===== config.mk =====
export PLATFORM = sky130hd
export DESIGN_NAME = pwm_peripheral
export DESIGN_NICKNAME = d
export VERILOG_FILES = /design/src/rtl/pwm_peripheral.sv
export SDC_FILE = /design/constraint.sdc
export NUM_CORES = 1
export LEC_CHECK = 0
export BUFFER_PORTS_ARGS = -buffer_cell sky130_fd_sc_hd__buf_2
export CAP_MARGIN = 5
export CORE_UTILIZATION = 25
export CTS_CLUSTER_SIZE = 8
export DETAILED_ROUTE_END_ITERATION = 6
export PLACE_DENSITY = 0.52
export SLEW_MARGIN = 20
export SYNTH_ARGS = -nofsm -noshare
export SYNTH_HDL_FRONTEND = slang
export SYNTH_SLANG_ARGS = --single-unit

===== constraint.sdc =====
create_clock -name clk -period 4.1 [get_ports clk]
set_input_delay 0.41 -clock clk [delete_from_list [all_inputs] [get_ports clk]]
set_output_delay 0.41 -clock clk [all_outputs]
set_load 0.005 [all_outputs]

===== src/rtl/pwm_peripheral.sv =====
// -----------------------------------------------------------------------------
// pwm_peripheral
//
// Purpose:
//   Consumer stage directly downstream of the SPI register file. It turns the
//   SPI-written enables and duty byte into NUM_CH registered chip outputs.
//   Each output is static low, static high, or a shared PWM waveform. The
//   block holds the prescaler, the 8-bit period counter, the optional duty
//   shadow register and the registered output drivers.
//
// Parameters:
//   PRESCALE : clk cycles per counter tick (1..65535). The PWM period is
//              256*PRESCALE clk cycles.
//   NUM_CH   : number of output channels.
//
// Ports:
//   clk          in   1       system clock, rising edge
//   rst          in   1       asynchronous, active-high reset
//   en_out       in   NUM_CH  per-channel output enable (has priority)
//   en_pwm       in   NUM_CH  per-channel PWM select
//   duty         in   8       shared duty cycle, 0x00 = 0 %, 0xFF = 100 %
//   out          out  NUM_CH  registered channel outputs
//   period_start out  1       one-clk pulse aligned with the first output
//                             value of each new period
//
// Configuration:
//   PWM_DUTY_SHADOW_EN
//     defined   : duty is captured into duty_q only on the tick that wraps
//                 the counter 255->0, so every period is glitch-free.
//     undefined : duty feeds the comparator directly; a new duty applies on
//                 the next clk and a runt pulse mid-period is possible.
//
// Handshake:
//   There is no valid/ready handshake. en_out, en_pwm and duty are
//   quasi-static register values that change only as whole-byte updates.
// -----------------------------------------------------------------------------
module pwm_peripheral #(
    parameter int unsigned PRESCALE = 13,
    parameter int unsigned NUM_CH   = 16
) (
    input  logic              clk,
    input  logic              rst,
    input  logic [NUM_CH-1:0] en_out,
    input  logic [NUM_CH-1:0] en_pwm,
    input  logic [7:0]        duty,
    output logic [NUM_CH-1:0] out,
    output logic              period_start
);

    localparam logic [15:0] PRESC_MAX = 16'(PRESCALE - 1);

    logic [15:0]       presc_q, presc_d;
    logic [7:0]        cnt_q, cnt_d;
    logic [NUM_CH-1:0] out_q, out_d;
    logic              period_start_q, period_start_d;
    logic              tick;
    logic              wrap;
    logic              pwm;
    logic [7:0]        duty_eff;

    // Prescaler and period counter next state.
    always_comb begin
        tick    = (presc_q == PRESC_MAX);
        presc_d = tick ? 16'd0 : presc_q + 16'd1;
        cnt_d   = tick ? cnt_q + 8'd1 : cnt_q;
        wrap    = tick && (cnt_q == 8'hFF);
    end

`ifdef PWM_DUTY_SHADOW_EN
    logic [7:0] duty_q, duty_d;

    // The shadow loads on the wrapping tick. The comparator uses the
    // next-state value, so the first output of the new period already sees
    // the new duty.
    always_comb begin
        duty_d   = wrap ? duty : duty_q;
        duty_eff = duty_d;
    end

    always_ff @(posedge clk or posedge rst) begin
        if (rst) begin
            duty_q <= 8'd0;
        end else begin
            duty_q <= duty_d;
        end
    end
`else
    always_comb begin
        duty_eff = duty;
    end
`endif

    // The PWM is compared against the next counter value so that the
    // registered output lines up with the counter state after the edge.
    // 0xFF is forced to a constant high so that there is no one-count gap.
    always_comb begin
        pwm            = (duty_eff == 8'hFF) | (cnt_d < duty_eff);
        out_d          = en_out & (~en_pwm | {NUM_CH{pwm}});
        period_start_d = wrap;
    end

    always_ff @(posedge clk or posedge rst) begin
        if (rst) begin
            presc_q        <= 16'd0;
            cnt_q          <= 8'd0;
            out_q          <= '0;
            period_start_q <= 1'b0;
        end else begin
            presc_q        <= presc_d;
            cnt_q          <= cnt_d;
            out_q          <= out_d;
            period_start_q <= period_start_d;
        end
    end

    assign out          = out_q;
    assign period_start = period_start_q;

endmodule

After elaboration in Yosys (flattened, before gate mapping)
Index checks and enable logic that the tools add are counted.
{"block": "classes", "n_addsub": 2, "n_lt_le_gt_ge": 1, "eq_ne": 3, "mux": 2, "bitwise_logic": 4, "n_reduce_logical": 1}
{"op": "$add 16x1->16 const B", "n": 1}
{"op": "$and 16x16->16", "n": 1}
{"op": "$eq 16x4->1 const B", "n": 1}
{"op": "$eq 8x8->1 const B", "n": 2}
{"op": "$mux 16", "n": 1}
{"op": "$not 16->16", "n": 1}
{"op": "$or 16x16->16", "n": 1}
{"op": "$add 8x1->8 const B", "n": 1}
{"op": "$lt 8x8->1", "n": 1}
{"op": "$mux 8", "n": 1}
{"op": "$logic_and 1x1->1", "n": 1}
{"op": "$or 1x1->1", "n": 1}
{"block": "totals", "register_bits": 41, "in_bits": 42, "output_inout_bits": 17, "elab_cells": 17}

Logic depth before layout (Yosys ltp)
{"block": "logic_depth", "depth_word": 6, "mapped_depth": 13, "ltp_nobuf": 11}

Worst setup path before layout
OpenSTA, ideal clock, no wires.
{"block": "synth_path", "path_type": "flip-flop to flip-flop", "startpoint": "reg presc_q[11]", "endpoint": "reg out_q[10], in the netlist out[10]", "arrival_time_ps": 3380, "path_slack_ps": 570, "path_stages_with_launch": 12, "n_path_buf": 2, "synth_period_minus_slack_ps": 3530, "cell_sequence": "dfrtp_1 or4_4 nor4_4 clkbuf_1 nand4_1 xnor2_1 ha_1 and4_1 o2111ai_1 nor2_1 clkbuf_1 a311oi_2"}
{"block": "synth_between", "elab_chain_cells": 6}
{"element": "start: declaration", "line": "52", "source": "logic [15:0] presc_q, presc_d;"}
{"element": "start signal: assignment", "line": "109", "source": "presc_q <= presc_d;"}
{"element": "$eq 16x4->1", "line": "63", "source": "tick = (presc_q == PRESC_MAX);"}
{"element": "$mux 8", "line": "65", "source": "cnt_d = tick ? cnt_q + 8'd1 : cnt_q;"}
{"element": "net cnt_d[5]", "line": "53", "source": "logic [7:0] cnt_q, cnt_d;"}
{"element": "$lt 8x8->1", "line": "97", "source": "pwm = (duty_eff == 8'hFF) | (cnt_d < duty_eff);"}
{"element": "$or 1x1->1", "line": "97"}
{"element": "$or 16x16->16", "line": "98", "source": "out_d = en_out & (~en_pwm | {NUM_CH{pwm}});"}
{"element": "$and 16x16->16", "line": "98"}
{"element": "net out_d[10]", "line": "54", "source": "logic [NUM_CH-1:0] out_q, out_d;"}
{"element": "end signal: assignment", "line": "111", "source": "out_q <= out_d;"}
{"element": "end: declaration", "line": "54"}
The timed path passes the listed nets, and every way through them passes these cells.

Worst setup path in the final report
{"block": "layout_path", "startpoint": "reg presc_q[6]", "endpoint": "reg out_q[15], in the netlist out[15]"}
The elaborated chain is that of the path after synthesis.

==> flow_metrics.tcl <==
set metrics [dict create \
    outcome "complete, no violations" \
    ant_nets 0 \
    place.gp.congestion 0.800 \
    synth.top_cell.area_share 0.469 \
    cp_max_fo 16 \
    synth_cells 210 \
    dp_hpwl_mm 3.76 \
    grt_max_degree 42 \
    postSynth.asyncResetShare 1.00 \
    power.density_mw_per_mm2 277 \
    min_path_type "in2async" \
    grt_usage 0.124 \
    io_buffer_count 58 \
    cts.sinks 41 \
    coreArea_mm2 0.00834 \
    insertion_delay_ns 0.29 \
    cts_tree "built" \
    period_share 0.830 \
    fillerInstances 887 \
    drive_gt1_frac 0.308 \
    dieArea_mm2 0.00912 \
    postCtsResizedCells 0 \
    dp_slack_ns 0.701 \
    critical_path_required_ns 4.28 \
    cpMostUsedCell "a21oi_1" \
    grt_pass1_wl_mm 8.54 \
    finalWorstSetupSlack_ns 0.696 \
    area_delta_synth_final_pct 23.8 \
    setup_viol 0 \
    total_power_uw 748 \
    final_nets 325 \
    overflow 0 \
    slowest_stage "or4_1" \
    yosysTopAreaCell "dfrtp_1" \
    synthTopCellsByArea "dfrtp_1 47%, a311oi_2 6.9%, xnor2_1 6.0%, ha_1 5.7%, inv_1 4.5%" \
    cp_top_family "simple AND/OR/NAND/NOR gates" \
    cp.arrival_ns 3.59 \
    drt_iter0_drc 40 \
    path_clk_slew_ns 0.07 \
    crit_path_cell_trace "or4_1, nor4_4, nand4_1, xnor2_1, ha_1, and4_1, a21oi_1, buf_4, a21oi_1, a311oi_1" \
    clock_path_buffers 2 \
    drv_slew 0 \
    yosysWarnings 0 \
    yosysSeqAreaShare 0.469 \
    dr.pass1.iters 4 \
    relSlewSlack 0.553 \
    fin_skew_ns 0.00803 \
    cts_made_buffers 5 \
    worstSetupEndpointType "flop" \
    max_freq_ghz 0.294 \
    vias 1733 \
    cap_violations 0 \
    via_per_inst 4.58 \
    wirelength_mm 5.13 \
    worstSetupPathType "reg2reg" \
    cts_setup_buffers 0 \
    synth-seq-cells 41 \
    die_h_um 95.5 \
    dieWidth_um 95.5 \
    n_antenna_cell 0 \
    wl_per_cell_um 13.6 \
    num_rows 33 \
    report.final.hold_viol_count 0 \
    period_minus_slack_ns 3.40 \
    clock-root-buffer "clkbuf_8" \
    p_leak_nw 1.31 \
    worst_pin_slew_ns 0.669 \
    route.detailed.drc 0 \
    critical_path_buf_inv_count 1 \
    avgSynthCellArea_um2 10.4 \
    ctsHoldBuffers 0 \
    fin_setup_tns_ns 0 \
    synth_ff_type "dfrtp_1" \
    io_pins 59 \
    grt_pass1_vias 1788 \
    ys_top_cells_by_count "41 x dfrtp_1, 26 x inv_1, 17 x a21oi_1, 16 x o21ai_0, 15 x xnor2_1" \
    synth_nets 262 \
    ys_types 29 \
    peakVddDrop_mv 0.122 \
    setup.worst_path.start_class "flop" \
    rsz0062_at_grt "false" \
    slowest_delay_ns 0.61 \
    synth-edff-count 0 \
    synth_area_mm2 0.00219 \
    antenna_found_initial 0 \
    yosysMostFrequentCell "dfrtp_1" \
    cts_htree_levels 2 \
    start_util 0.262 \
]
report_power, final:
| part | total, mW | switching (mW) | internal [mW] |
|---|---|---|---|
| logic | 0.0659 | 0.0351 | 0.0308 |
| clock network | 0.268 | 0.134 | 0.134 |
| registers | 0.415 | 0.00247 | 0.412 |
tightest hold or removal path: cells and delay by family:
family,cells,cell delay (ns)
buffers and inverters,3,0.58
per-stage QoR:
| stage | utilization | hold WS [ns] | instance area, um2 | cells |
|---|---|---|---|---|
| after floorplan | - | 0.443 | 2190 | 210 |
| after global placement | 0.314 | 0.467 | 2620 | 371 |
| after detailed placement | 0.314 | 0.468 | 2620 | 371 |
| after CTS | 0.324 | 0.264 | 2710 | 378 |
| after global routing | 0.324 | 0.304 | 2710 | 378 |
| final | 0.324 | 0.250 | 2710 | 378 |
sequential cells by signal (all words and copies together), names as in the netlist:
register	flops
out	16
presc_q	16
cnt_q	8
period_start	1
cell usage in the layout, fill, tap and decap left out:
master	instances
a21o_1	2
a21oi_1	17
a311oi_1	6
a311oi_2	10
and2_1	4
and3_1	3
and3b_1	1
and4_1	4
buf_2	58
buf_4	6
clkbuf_1	1
clkbuf_8	6
dfrtp_1	41
ha_1	10
inv_1	26
mux2_2	1
mux2i_2	1
nand2_1	7
nand3_1	4
nand4_1	11
nor2_1	9
nor2b_1	1
nor3b_1	1
nor4_4	1
o2111ai_1	1
o21ai_0	16
o21ai_1	1
or4_1	2
or4_4	1
xnor2_1	15
xor2_1	6
path summary, 6_finish.rpt:
check,slack [ns],start,to,depth (start not counted)
worst min-delay path,0.25,rst,presc_q[13],3
max in group asynchronous,3.49,rst,out[11],3
worst max register to register,0.70,presc_q[6],out[15],10
worst min register to register,0.47,presc_q[0],presc_q[0],1
worst max-delay path,0.70,presc_q[6],out[15],10
min in group clk,0.31,en_pwm[4],out[4],2
cell type report:
class | count | area [um2] | area share
clock buffer | 7 | 86.3 | 0.0319
inverter | 26 | 97.6 | 0.0361
multi-input combinational | 135 | 1030 | 0.380
sequential | 41 | 1030 | 0.379
tap | 105 | 131 | 0.0486
timing repair buffer | 64 | 335 | 0.124
cell families after synthesis:
group           count (synthesis)  synth area share
compound gates                 53             0.181
simple gates                   49             0.136
flops                          41             0.469
buf+inv                        34            0.0618
xor+xnor                       21            0.0841
fa+ha+maj                      10            0.0572
mux                             2           0.00973
routing by layer:
layer,part of all wire,track usage
met4,0.015,0.0410
met5,0,0
met3,0.041,0.0295
met1,0.48,0.167
met2,0.47,0.195
(Power assumes the default switching activity.)
